$ cat config.mk
export PLATFORM = sky130hd
export DESIGN_NAME = fetch_stage_prefetch
export DESIGN_NICKNAME = d
export VERILOG_FILES = /design/src/rtl/fetch_stage_prefetch_pkg.sv /design/src/rtl/fetch_stage_prefetch_buffer.sv /design/src/rtl/fetch_stage_prefetch.sv
export SDC_FILE = /design/constraint.sdc
export NUM_CORES = 1
export LEC_CHECK = 0
export CORE_ASPECT_RATIO = 0.9
export CORE_UTILIZATION = 45
export CTS_CLUSTER_DIAMETER = 40
export CTS_CLUSTER_SIZE = 28
export DETAILED_ROUTE_END_ITERATION = 7
export PLACE_DENSITY_LB_ADDON = 0.2
export SYNTH_ARGS = -nofsm -noshare
export SYNTH_HDL_FRONTEND = slang
export SYNTH_SLANG_ARGS = --single-unit
$ cat constraint.sdc
create_clock -name i_clk -period 9.24 [get_ports i_clk]
set_clock_uncertainty 0.15 [all_clocks]
set_input_delay 1.848 -clock i_clk [delete_from_list [all_inputs] [get_ports i_clk]]
set_output_delay 1.848 -clock i_clk [all_outputs]
set_load 0.005 [all_outputs]
$ cat src/rtl/fetch_stage_prefetch_pkg.sv
// Shared types and constants for the instruction-fetch stage.
package fetch_pkg;

    localparam int unsigned INSTR_BYTES = 4;
    localparam int unsigned FETCH_XLEN  = 32;
    localparam logic [FETCH_XLEN-1:0] DEFAULT_RESET_PC = 32'h0000_0000;

    typedef struct packed {
        logic [FETCH_XLEN-1:0] pc;
        logic [31:0]           instr;
    } fetch_entry_t;

endpackage

$ cat src/rtl/fetch_stage_prefetch_buffer.sv
// Prefetch FIFO holding fetched {pc, instr} entries; flush takes priority over push.
module fetch_buffer
    import fetch_pkg::*;
#(
    parameter int unsigned DEPTH   = 4,
    parameter type         entry_t = fetch_entry_t
) (
    input  logic                   i_clk,
    input  logic                   i_rst,
    input  logic                   push_i,
    input  entry_t                 push_data_i,
    input  logic                   pop_i,
    input  logic                   flush_i,
    output entry_t                 head_o,
    output logic                   full_o,
    output logic                   empty_o,
    output logic [$clog2(DEPTH):0] count_o
);

    localparam int unsigned AW = $clog2(DEPTH);

    entry_t         mem_q [DEPTH];
    logic [AW-1:0]  wr_ptr_q, wr_ptr_d;
    logic [AW-1:0]  rd_ptr_q, rd_ptr_d;
    logic [AW:0]    count_q, count_d;

    always_comb begin
        wr_ptr_d = wr_ptr_q;
        rd_ptr_d = rd_ptr_q;
        count_d  = count_q;
        if (flush_i) begin
            wr_ptr_d = '0;
            rd_ptr_d = '0;
            count_d  = '0;
        end else begin
            if (push_i) wr_ptr_d = wr_ptr_q + 1'b1;
            if (pop_i)  rd_ptr_d = rd_ptr_q + 1'b1;
            if (push_i && !pop_i) count_d = count_q + 1'b1;
            if (!push_i && pop_i) count_d = count_q - 1'b1;
        end
    end

    always_ff @(posedge i_clk or negedge i_rst) begin
        if (!i_rst) begin
            wr_ptr_q <= '0;
            rd_ptr_q <= '0;
            count_q  <= '0;
            for (int unsigned i = 0; i < DEPTH; i++) mem_q[i] <= '0;
        end else begin
            wr_ptr_q <= wr_ptr_d;
            rd_ptr_q <= rd_ptr_d;
            count_q  <= count_d;
            if (push_i && !flush_i) mem_q[wr_ptr_q] <= push_data_i;
        end
    end

    assign head_o  = mem_q[rd_ptr_q];
    assign full_o  = (count_q == (AW+1)'(DEPTH));
    assign empty_o = (count_q == '0);
    assign count_o = count_q;

    a_no_overflow: assert property (@(posedge i_clk) disable iff (!i_rst)
        (push_i && !flush_i) |-> (!full_o || pop_i));

endmodule

$ cat src/rtl/fetch_stage_prefetch.sv
// Fetch stage with credit-based prefetch buffer and redirect drop accounting.
// Optional performance counters enabled by defining FETCH_PERF_CNT_EN.
module fetch_stage_prefetch
    import fetch_pkg::*;
#(
    parameter int unsigned     XLEN            = 32,
    parameter int unsigned     DEPTH           = 4,
    parameter int unsigned     MAX_OUTSTANDING = 2,
    parameter logic [XLEN-1:0] RESET_PC        = DEFAULT_RESET_PC
) (
    input  logic            i_clk,
    input  logic            i_rst,
    input  logic            i_redirect,
    input  logic [XLEN-1:0] i_redirect_pc,
    output logic            o_imem_req,
    output logic [XLEN-1:0] o_imem_addr,
    input  logic            i_imem_gnt,
    input  logic            i_imem_rvalid,
    input  logic [31:0]     i_imem_rdata,
    output logic            o_valid,
    input  logic            i_ready,
    output logic [XLEN-1:0] o_pc,
    output logic [XLEN-1:0] o_pc_p_4,
    output logic [31:0]     o_instr
`ifdef FETCH_PERF_CNT_EN
    ,
    output logic [31:0]     o_perf_fetched,
    output logic [31:0]     o_perf_dropped,
    output logic [31:0]     o_perf_starve
`endif
);

    typedef struct packed {
        logic [XLEN-1:0] pc;
        logic [31:0]     instr;
    } entry_t;

    localparam int unsigned OW = $clog2(MAX_OUTSTANDING + 1);
    localparam int unsigned CW = $clog2(DEPTH + MAX_OUTSTANDING + 1);
    localparam int unsigned FW = $clog2(DEPTH) + 1;
    localparam logic [XLEN-1:0] PC_STEP = XLEN'(INSTR_BYTES);

    logic [XLEN-1:0] fetch_pc_q, fetch_pc_d;
    logic [XLEN-1:0] rsp_pc_q, rsp_pc_d;
    logic [OW-1:0]   outst_q, outst_d;
    logic [OW-1:0]   drop_q, drop_d;
    logic [XLEN-1:0] redirect_pc;
    logic [CW-1:0]   credits_used;
    logic [FW-1:0]   fifo_count;
    logic            fifo_full, fifo_empty;
    logic            req, grant, push, pop;
    entry_t          push_entry, head;

    always_comb begin
        redirect_pc  = i_redirect_pc & ~XLEN'(3);
        // Slots already promised: buffered entries plus in-flight responses that will be kept.
        credits_used = CW'(fifo_count) + CW'(outst_q) - CW'(drop_q);
        req   = i_rst && !i_redirect && (outst_q < OW'(MAX_OUTSTANDING))
                && (credits_used < CW'(DEPTH));
        grant = req && i_imem_gnt;
        push  = i_imem_rvalid && (drop_q == '0) && !i_redirect;
        o_valid = !fifo_empty && !i_redirect;
        pop   = o_valid && i_ready;
        push_entry = '{pc: rsp_pc_q, instr: i_imem_rdata};

        fetch_pc_d = fetch_pc_q;
        rsp_pc_d   = rsp_pc_q;
        drop_d     = drop_q;
        outst_d    = outst_q + OW'(grant) - OW'(i_imem_rvalid);
        if (i_redirect) begin
            fetch_pc_d = redirect_pc;
            rsp_pc_d   = redirect_pc;
            drop_d     = outst_q - OW'(i_imem_rvalid);
        end else begin
            if (grant) fetch_pc_d = fetch_pc_q + PC_STEP;
            if (i_imem_rvalid && (drop_q != '0)) drop_d = drop_q - 1'b1;
            if (push) rsp_pc_d = rsp_pc_q + PC_STEP;
        end
    end

    always_ff @(posedge i_clk or negedge i_rst) begin
        if (!i_rst) begin
            fetch_pc_q <= RESET_PC;
            rsp_pc_q   <= RESET_PC;
            outst_q    <= '0;
            drop_q     <= '0;
        end else begin
            fetch_pc_q <= fetch_pc_d;
            rsp_pc_q   <= rsp_pc_d;
            outst_q    <= outst_d;
            drop_q     <= drop_d;
        end
    end

    fetch_buffer #(
        .DEPTH   (DEPTH),
        .entry_t (entry_t)
    ) u_buffer (
        .i_clk       (i_clk),
        .i_rst       (i_rst),
        .push_i      (push),
        .push_data_i (push_entry),
        .pop_i       (pop),
        .flush_i     (i_redirect),
        .head_o      (head),
        .full_o      (fifo_full),
        .empty_o     (fifo_empty),
        .count_o     (fifo_count)
    );

    assign o_imem_req  = req;
    assign o_imem_addr = fetch_pc_q;
    assign o_pc        = head.pc;
    assign o_pc_p_4    = head.pc + PC_STEP;
    assign o_instr     = head.instr;

`ifdef FETCH_PERF_CNT_EN
    logic [31:0] perf_fetched_q, perf_dropped_q, perf_starve_q;

    always_ff @(posedge i_clk or negedge i_rst) begin
        if (!i_rst) begin
            perf_fetched_q <= '0;
            perf_dropped_q <= '0;
            perf_starve_q  <= '0;
        end else begin
            if (push && (perf_fetched_q != '1)) perf_fetched_q <= perf_fetched_q + 32'd1;
            if (i_imem_rvalid && !push && (perf_dropped_q != '1))
                perf_dropped_q <= perf_dropped_q + 32'd1;
            if (i_ready && !o_valid && (perf_starve_q != '1))
                perf_starve_q <= perf_starve_q + 32'd1;
        end
    end

    assign o_perf_fetched = perf_fetched_q;
    assign o_perf_dropped = perf_dropped_q;
    assign o_perf_starve  = perf_starve_q;
`endif

    a_outst_max: assert property (@(posedge i_clk) disable iff (!i_rst)
        outst_q <= OW'(MAX_OUTSTANDING));
    a_drop_le_outst: assert property (@(posedge i_clk) disable iff (!i_rst)
        drop_q <= outst_q);
    a_push_room: assert property (@(posedge i_clk) disable iff (!i_rst)
        push |-> (!fifo_full || pop));

endmodule

**Word-level counts from Yosys, hierarchy flattened**

Cells that the tools add are included.

- Bitwise operators: 2
- $lt $le $gt $ge: 5
- Add/sub/neg operators: 13
- Multiplexer cells: 19
- Reduce and logical (&&, ||, !) cells: 25

Operator list:

| kind | number |
|---|---|
| bitwise mux 256 bit | 1 |
| 2-to-1 mux 64 bit | 3 |
| binary-select mux 64 bit (select 2 bit) | 1 |
| demux 64 bit (select 2 bit) | 1 |
| 2-to-1 mux 32 bit | 4 |
| adder 32 x 3 -> 32 bit, second input constant | 3 |
| logical AND 1 bit | 13 |
| 2-to-1 mux 2 bit | 6 |
| nonzero test 2 bit | 5 |
| 2-to-1 mux 3 bit | 3 |
| >= comparator 3 bit, second input constant | 2 |
| NOT 2 -> 3 bit | 2 |
| adder 2 x 1 -> 2 bit, second input constant | 2 |
| zero test 1 bit | 4 |
| subtractor 2 x 1 -> 2 bit | 2 |
| adder 3 x 1 -> 3 bit, second input constant | 1 |
| adder 3 x 2 -> 3 bit | 1 |
| zero test 3 bit | 1 |
| < comparator 3 x 1 -> 1 bit, second input constant | 1 |
| < comparator 3 bit, second input constant | 1 |
| nonzero test 3 bit | 1 |
| subtractor 3 x 1 -> 3 bit, second input constant | 1 |
| subtractor 3 x 2 -> 3 bit | 1 |
| adder 2 x 1 -> 2 bit | 1 |
| other kinds (3) | 3 |

- Word-level logic and storage cells: 79
- Output and inout bits: 130
- Bits in registers: 331

**Longest topological paths before layout**

Gate-level depths: netlist of the first run.

- Depth after elaboration: 9
- Depth in mapped cells: 16
- Depth with buffers taken out: 13

**Cells and area by module**

Synthesis of the first run repeated with hierarchy kept, for this count alone.

- Cells, all modules: 1136
- Area, all modules: 17209.0 um^2

By module, submodules not included:

| module | times used | area an instance (um^2) | cells an instance | sequential area each (um^2) |
|---|---|---|---|---|
| fetch_buffer | 1 | 12719.7 | 658 | 6581.3 |
| fetch_stage_prefetch | 1 | 4489.3 | 478 | 1601.5 |

**Least setup slack after synthesis of the first run**

OpenSTA, ideal clock, no wires.

- Path kind: input port to output port
- Start: input i_redirect
- End: output o_valid
- Slack: 4770 ps
- Arrival time: 2472 ps
- Data required time: 7242 ps
- Path buffers: 2
- Stages on the path: 3
- Path through: clkbuf_1 clkbuf_1 nor2_1

- Longest elaborated chain between the ends: 2

Ends and longest elaborated chain:

| element | line | text |
|---|---|---|
| start: declaration | fetch_stage_prefetch.sv:13 | `input logic i_redirect,` |
| zero test 1 bit | fetch_stage_prefetch.sv:62 | `o_valid = !fifo_empty && !i_redirect;` |
| logical AND 1 bit | fetch_stage_prefetch.sv:62 |  |
| end: declaration | fetch_stage_prefetch.sv:20 | `output logic o_valid,` |

Every way passes these cells.

**Worst setup path after layout of the first run**

- Start: register u_buffer.rd_ptr_q[1]
- End: output o_pc_p_4[31]

- Longest elaborated chain between the ends: 5

Ends and longest elaborated chain:

| element | line | text |
|---|---|---|
| start: declaration | fetch_stage_prefetch_buffer.sv:24 | `logic [AW-1:0] rd_ptr_q, rd_ptr_d;` |
| start signal: assignment | fetch_stage_prefetch_buffer.sv:51 | `rd_ptr_q <= rd_ptr_d;` |
| NOT 2 -> 3 bit (not written as such) | fetch_stage_prefetch_buffer.sv:57 | `assign head_o = mem_q[rd_ptr_q];` |
| binary-select mux 64 bit (select 2 bit) | fetch_stage_prefetch_buffer.sv:57 |  |
| 2-to-1 mux 64 bit (not written as such) (2 in series) | fetch_stage_prefetch_buffer.sv:57 |  |
| adder 32 x 3 -> 32 bit | fetch_stage_prefetch.sv:114 | `assign o_pc_p_4 = head.pc + PC_STEP;` |
| end: declaration | fetch_stage_prefetch.sv:23 | `output logic [XLEN-1:0] o_pc_p_4,` |

Every way passes these cells. The select of a mux whose other input is x is not followed.

==> summary by stage, run 1 <==
Worst setup path
The worst setup path is of the reg2out kind. The maximum fanout encountered on the critical timing path is 36. The critical path arrival is 4.19 ns. The worst setup path is launched from a register.

The category of the worst setup path capture point is an output port. The data required time at the worst endpoint is 7.24 ns.

Clocking
TritonCTS built the clock tree. The number of sinks driven by the clock tree is 319. The clock buffer count from CTS is 46. The root buffer cell is clkbuf_16. After clock tree synthesis, the flow added hold-fix buffers numbering 0. The maximum count of clock buffers along a single path is 3. Gates resized during post-CTS repair numbered 0.

Buffers added to address setup during post-CTS repair amount to 0. The clock transition at the register clock pins on the worst setup and hold paths after CTS is 0.07 ns. The later pin in the worst-skew pair is clocked with a latency of 0.55 ns. CTS built an H-tree with a depth of 2.

Yosys
The cell taking the most area after synthesis is dfrtp_1. Summing the areas of all and, or, nand and nor instances in the mapped netlist gives 8.790% of the synthesized area. The primary flip-flop cell chosen by synthesis mapping is dfrtp_1. The most common cell in the synthesized netlist is dfrtp_1. Summing the areas of all xor and xnor instances in the mapped netlist gives 3.640% of the synthesized area. The number of register bits inferred by synthesis is 319. The post-synthesis adder-cell area fraction is 1.316%. The portion of netlist area occupied by mux cells is 27.08%. The count of cell types in the netlist is 59.

The area fraction in compound gates after synthesis is 4.533%. The commonest cells after synthesis are 319 x dfrtp_1, 241 x mux2_2, 67 x nand2_1. Synthesis produced 1,170 cells.

The mean instance size in the synthesized netlist is 13.16 um2. The sequential area share after synthesis is 51.83%. Counting flops with an async set or reset pin after synthesis yields a share of 100.0%. Sorting the synthesized cells by area gives the leading types as dfrtp_1 52%, mux2_2 18%, mux4_2 9.1%. The largest family of logic cells by synthesized area is multiplexers. The warning count from the yosys run is 0. The netlist area before placement is 15,400 um2. The portion of synthesized cell area occupied by the leading cell type is 51.83%.

The number of enable flip-flop cells after synthesis is 0.

Route
The total via count in the routed design is 10,250. Using the TritonRoute via totals, the vias-per-cell ratio works out to 5.554. For this block, the routed nets add up to 36,220 um of wire. The mean routed wirelength per cell is 19.62 um. The post-route DRC violation count is 0. The number of DRC markers after the initial detailed-route iteration is 588.

The number of routed nets with antenna violations is 0. The number of detailed-route iterations in the first pass is 5.

Timing
Measured against its own limit, the worst slew margin works out to 15.27%. The final critical delay including setup and external delays is 6.187 ns. The slew at the pin closest to its max-slew limit is 1.261 ns. Timing would allow up to 0.1616 GHz. The final count of pins violating max slew is 0.

Setup violations remaining at the end of the flow were counted as 0. Summed over all failing endpoints, the final setup total negative slack is 0 ns. The final worst slack is 3.053 ns. The share of the cycle needed by the critical path after routing is 66.96%. The hold violation count in the final report was 0. Setup repair after global routing left no endpoint under its margin.

Power and ir drop
The worst ir drop on vdd is 0.1396 mV. The analysis attributes to cell leakage a power of 8.385 nW. For this design the ratio of total power to cell area is 285.1 nW/um2.

Die
The initial utilization of the core area, before any placement, comes to 46.19%. In this run the standard cell core region covers 33,340 um2. The floorplan step set the die height to 177.5 um. The die outline width is 197.0 um.

The floorplan has 63 rows. The die covers 34,970 um2. The number of primary I/O pins is 200.

Global routing
The first global-routing pass estimated 58,840 um of wire. Entering global routing, the biggest net connects 94 pins. After global routing the overflow that remains totals 0. The via count of the first global-routing pass is 10,540. The initial antenna violation count is 0. The total track usage is 21.55%.

Placed design
The wire-length estimate of the detail-placed layout is 23,360 um. The weighted congestion at the end of routability-driven global placement is 0.7884. The worst-case setup slack after placement is 3.125 ns. The number of placed instances, taps included, is 1,759. The number of input and output port buffers inserted is 191.

Min path
The worst hold path belongs to the class reg2reg.

Finish
The area overhead of the layout relative to synthesis is 25.30%. In the final design database the tool counted 1,437 nets. The layout cell share with drive strength beyond 1 is 30.65%. The finished layout holds 1,846 standard cells, fillers aside. The post-route core utilization is 57.87%.

Outcome
The flow ran to the end, and the final reports show no timing, DRC or antenna violations.

Job
Across the run, the number of max-cap violations was 0.
[logic make-up after synthesis]
kind of cell	Yosys count
compound gates	105
mux	309
buf+inv	101
xor+xnor	64
other cells	1
fa+ha+maj	15
flops	319
simple gates	256
[final timing paths]
path | slack [ns] | depth (start not counted) | to | start
setup / recovery | 3.05 | 7 | o_pc_p_4[31] | u_buffer.rd_ptr_q[1]
hold / removal | 0.32 | 2 | u_buffer.mem_q[249] | u_buffer.mem_q[249]
setup reg to reg | 5.10 | 14 | outst_q[1] | outst_q[1]
hold reg to reg | 0.32 | 2 | u_buffer.mem_q[249] | u_buffer.mem_q[249]
max in group asynchronous | 6.20 | 2 | u_buffer.rd_ptr_q[1] | i_rst
min in group asynchronous | 1.15 | 1 | u_buffer.mem_q[89] | i_rst
[where the power goes]
| group | leakage (nW) | total, mW | switching, mW | internal, mW |
|---|---|---|---|---|
| Combinational | 3.49 | 1.74 | 0.652 | 1.09 |
| Sequential | 4.13 | 1.96 | 0.237 | 1.72 |
| Clock | 0.770 | 1.80 | 0.738 | 1.06 |
| Total | 8.39 | 5.50 | 1.63 | 3.88 |
[cell type report]
cell class,instances,area [um2]
diodes,1,2.502
inverters,25,93.84
flip-flops and latches,319,7988
fillers,2777,14050
well taps,455,569.3
multi-input cells,755,7018
clock buffers,48,1180
clock inverters,38,424.2
repair buffers,205,2022
[flip-flops by register name, indices dropped and copies added, names as in the netlist]
| register | cells |
|---|---|
| rsp_pc_q | 30 |
| u_buffer.wr_ptr_q | 2 |
| drop_q | 2 |
| u_buffer.count_o | 3 |
| u_buffer.rd_ptr_q | 2 |
| o_imem_addr | 30 |
| outst_q | 2 |
| u_buffer.mem_q | 248 |
[cells in the final DEF (no fill, tap or decap), drive strengths merged, types with 29 or more instances in the layout]
master	netlist	routed
clkbuf	52	48
clkdlybuf4s50	0	190
dfrtp	319	319
inv	25	45
mux2	241	241
mux4	62	62
nand2	67	67
nand3	36	36
nor2	45	45
xnor2	35	35
xor2	29	29
[through the flow]
stage                     hold WS (ns)  power (mW)  area, um2
final                           0.3250       5.503      19300
after floorplan                 0.2946       2.873      15420
after global placement          0.3069       3.703      17690
after CTS                       0.3318       5.571      19290
after detailed placement        0.3175       3.745      17690
after global routing            0.3549       5.801      19290
[routing by layer]
metal	wire [um]	part of all wire, %	GRT usage, %	up-vias
met5	0	0	0	-
met4	597	1.6	5.459	0
met3	1896	5.2	4.048	43
met2	16130	45	32.02	276
met1	17600	49	32.39	5257
li1	-	-	-	4676
[worst max-delay path: stages, from the launching register on]
cell             delay [ns]
dfrtp_2                1.11
buf_4                  0.58
mux4_2                 0.66
and2_1                 0.20
and3_1                 0.19
nand4_1                0.18
xnor2_1                0.14
clkdlybuf4s50_1        0.56
No activity file was read; power rests on OpenSTA's default activity.
==> inputs of run 2 (changes only) <==
clock period = 6 ns   (was 9.24 ns; I/O delays follow)
==> run 2 against run 1 <==
Against the previous run:
- register-to-register slack worse by 3.3 ns
- count of clock-buffer cells in the layout up 4
- wire length up 0.92%
- via count rose by 0.13%
- sequential share of layout area hardly changed
- combinational power grew 56%
- hold slack gained 0.0013 ns
- critical path depth down 1
- total power increased by 53%
- flip-flop and latch count unchanged
- cell count about the same
- first-iteration DRC count fell by 13%
- critical path type unchanged
- critical endpoint unchanged
- largest cell class unchanged
==> summary by stage, run 2 (synthesized netlist as in run 1, its figures left out) <==
Outcome
Run status: complete, no violations (unchanged).

Timing
RSZ-0062 raised after global routing: false (unchanged). The final count of pins violating max slew is 0 (unchanged). The slew at the pin closest to its max-slew limit is 1.236 ns (was 1.261 ns). The share of the cycle needed by the critical path after routing is 87.34%. The total of endpoints with negative setup slack in the final report was 0 (unchanged). Based on the critical path, the design can be clocked at up to 0.1908 GHz. The final critical delay including setup and external delays is 5.240 ns. The remaining max-slew budget at the tightest pin is 16.94% (was 15.27%).

The worst hold slack after final layout is 0.3263 ns (was 0.3250 ns). The hold violation count in the final report is 0 (unchanged). The setup total negative slack is 0 ns (unchanged).

Die
The starting density of the core is 46.19% (unchanged). The placeable core region is 33,340 um2 (unchanged). The die outline width is 197.0 um (unchanged). The number of primary I/O pins is 200 (unchanged).

The area enclosed by the die boundary was 34,970 um2 (unchanged). The vertical die dimension is 177.5 um (unchanged). The placement row count is 63 (unchanged).

Placed design
The detailed placement HPWL came to 24,020 um (was 23,360 um). The number of input and output port buffers inserted is 191 (unchanged). The weighted congestion at the end of routability-driven global placement is 0.8036 (was 0.7884).

Route
The detail-routed via count per cell came to 5.564 (was 5.554). The number of detailed-route iterations in the first pass is 5 (unchanged). The number of DRC markers after the initial detailed-route iteration is 512 (was 588). The post-route DRC violation count is 0 (unchanged). The total via count in the routed design is 10,270 (was 10,250).

The detailed-route wire length is 36,550 um (was 36,220 um). The mean routed wirelength per cell came to 19.81 um (was 19.62 um). The number of routed nets with antenna violations is 0 (unchanged).

Clocking
The post-cts repair resize count is 0 (unchanged). The clock latency of the later-clocked register in the worst-skew pair is 0.54 ns (was 0.55 ns). The number of buffers inserted for hold repair after clock tree synthesis is 0 (unchanged).

The clock buffer count from CTS is 43 (was 46). The root buffer cell is clkbuf_16 (unchanged). The count of buffers added by post-CTS timing repair for setup is 0 (unchanged).

The maximum count of clock buffers along a single path is 3 (unchanged). The clock transition at the register clock pins on the worst setup and hold paths after CTS is 0.06 ns (was 0.07 ns). The number of sinks driven by the clock tree is 319 (unchanged). The TritonCTS clock tree is done (unchanged). The total number of H-tree levels is 2 (unchanged).

Power and ir drop
The switching fraction of total power is 28.59% (was 29.58%). The internal power summed over all cells is 6.008 mW (was 3.875 mW). The clock network fraction of design power is 32.1% (was 32.7%). The static leakage power was 8.399 nW (was 8.385 nW).

The worst ir drop on vdd is 0.2280 mV (was 0.1396 mV). The switching power is 2.405 mW (was 1.627 mW). The power density over the cells is 436.3 nW/um2 (was 285.1 nW/um2). The combinational cell fraction of total power is 32.2% (was 31.7%). The proportion of power drawn by flip-flops and latches is 35.7% (was 35.6%).

Finish
The area overhead of the layout relative to synthesis was 25.20% (was 25.30%). The register name with the most flops is u_buffer.mem_q (unchanged). The register area is 7988 um2 (unchanged). The number of flip-flops under the largest register name is 248 (unchanged). The number of diodes added for antenna fixing is 0 (was 1). The area used by multi-input combinational logic was 7018 um2 (unchanged).

The most common cell after layout, fill and taps aside is dfrtp_1 (unchanged). The post-layout net count is 1,440 (was 1,437). Most frequent cells in the layout: 317 x dfrtp_1, 241 x mux2_2, 190 x clkdlybuf4s50_1, 63 x nand2_1, 62 x mux4_2 (unchanged). The layout cell share with drive strength beyond 1 is 30.58% (was 30.65%). The layout filler cell count is 2,761 (was 2,777).

Worst setup path
The maximum fanout encountered on the critical timing path came to 29 (was 36). The critical path arrival was 3.89 ns (was 4.19 ns). The category of the worst setup path launch point is a register (unchanged). The classification of the worst setup path is reg2out (unchanged). The data required time at the worst endpoint is 4.65 ns (was 7.24 ns).

The category of the worst setup path capture point is an output port (unchanged).

Global routing
The total congestion overflow is 0 (unchanged). The via count of the first global-routing pass is 10,370 (was 10,540). The total track usage is 21.40% (was 21.55%). The global-route wire length before repair is 58,440 um (was 58,840 um).

The initial antenna violation count came to 1 (was 0). The largest net degree at the start of global routing is 89 (was 94).

Job
The count of max-cap constraint violations was 0 (unchanged).

Min path
The class of the most critical hold timing path was reg2reg (unchanged).
## run 2: cell type report
class / instances / area share [%]
clock buffers: 52 / 6.177
clock inverters: 28 / 1.843
inverters: 25 / 0.4867
multi-input cells: 755 / 36.40
flip-flops and latches: 319 / 41.43
well taps: 455 / 2.952
repair buffers: 211 / 10.72
## run 2: power groups by stage
stage | Sequential [mW] | Combinational, mW | Clock [mW]
floorplan | 2.88 | 1.54 | 0
global placement | 3.02 | 2.69 | 0
detailed placement | 3.04 | 2.74 | 0
CTS | 3.01 | 2.76 | 2.76
global route | 3.08 | 2.95 | 2.84
finish | 3.01 | 2.71 | 2.70
## run 2: routing by layer
metal	vias to the layer above	global-route usage, %	share of wire [%]
met2	290	32.08	44
li1	4660	-	-
met3	58	3.535	5.5
met5	-	0	0
met4	0	5.168	1.9
met1	5257	32.40	49
## run 2: worst paths after layout
| path | slack [ns] | startpoint | depth (start not counted) | end |
|---|---|---|---|---|
| setup / recovery | 0.76 | u_buffer.rd_ptr_q[1] | 6 | o_pc_p_4[31] |
| hold / removal | 0.33 | u_buffer.mem_q[189] | 2 | u_buffer.mem_q[189] |
| setup reg to reg | 1.78 | outst_q[1] | 13 | outst_q[1] |
| hold reg to reg | 0.33 | u_buffer.mem_q[189] | 2 | u_buffer.mem_q[189] |
| max in group asynchronous | 3.22 | i_rst | 3 | u_buffer.mem_q[172] |
| min in group asynchronous | 0.50 | i_rst | 1 | u_buffer.mem_q[87] |
## run 2: worst max-delay path, stage by stage (launching register included)
cell,delay [ns]
dfrtp_2,0.92
mux4_2,0.47
nand4_2,0.23
nor3_2,0.62
nand4_1,0.32
xnor2_1,0.22
clkdlybuf4s50_1,0.55
## run 2: stage by stage
step | setup WS [ns] | util, % | std cells | instance area [um2] | power (mW)
global route | 0.5776 | 57.83 | 1845 | 19280 | 8.867
global placement | 1.314 | 53.19 | 1765 | 17740 | 5.705
finish | 0.7598 | 57.83 | 1845 | 19280 | 8.413
detailed placement | 1.284 | 53.19 | 1765 | 17740 | 5.780
floorplan | 2.469 | - | 1175 | 15420 | 4.424
CTS | 0.6873 | 57.83 | 1845 | 19280 | 8.517
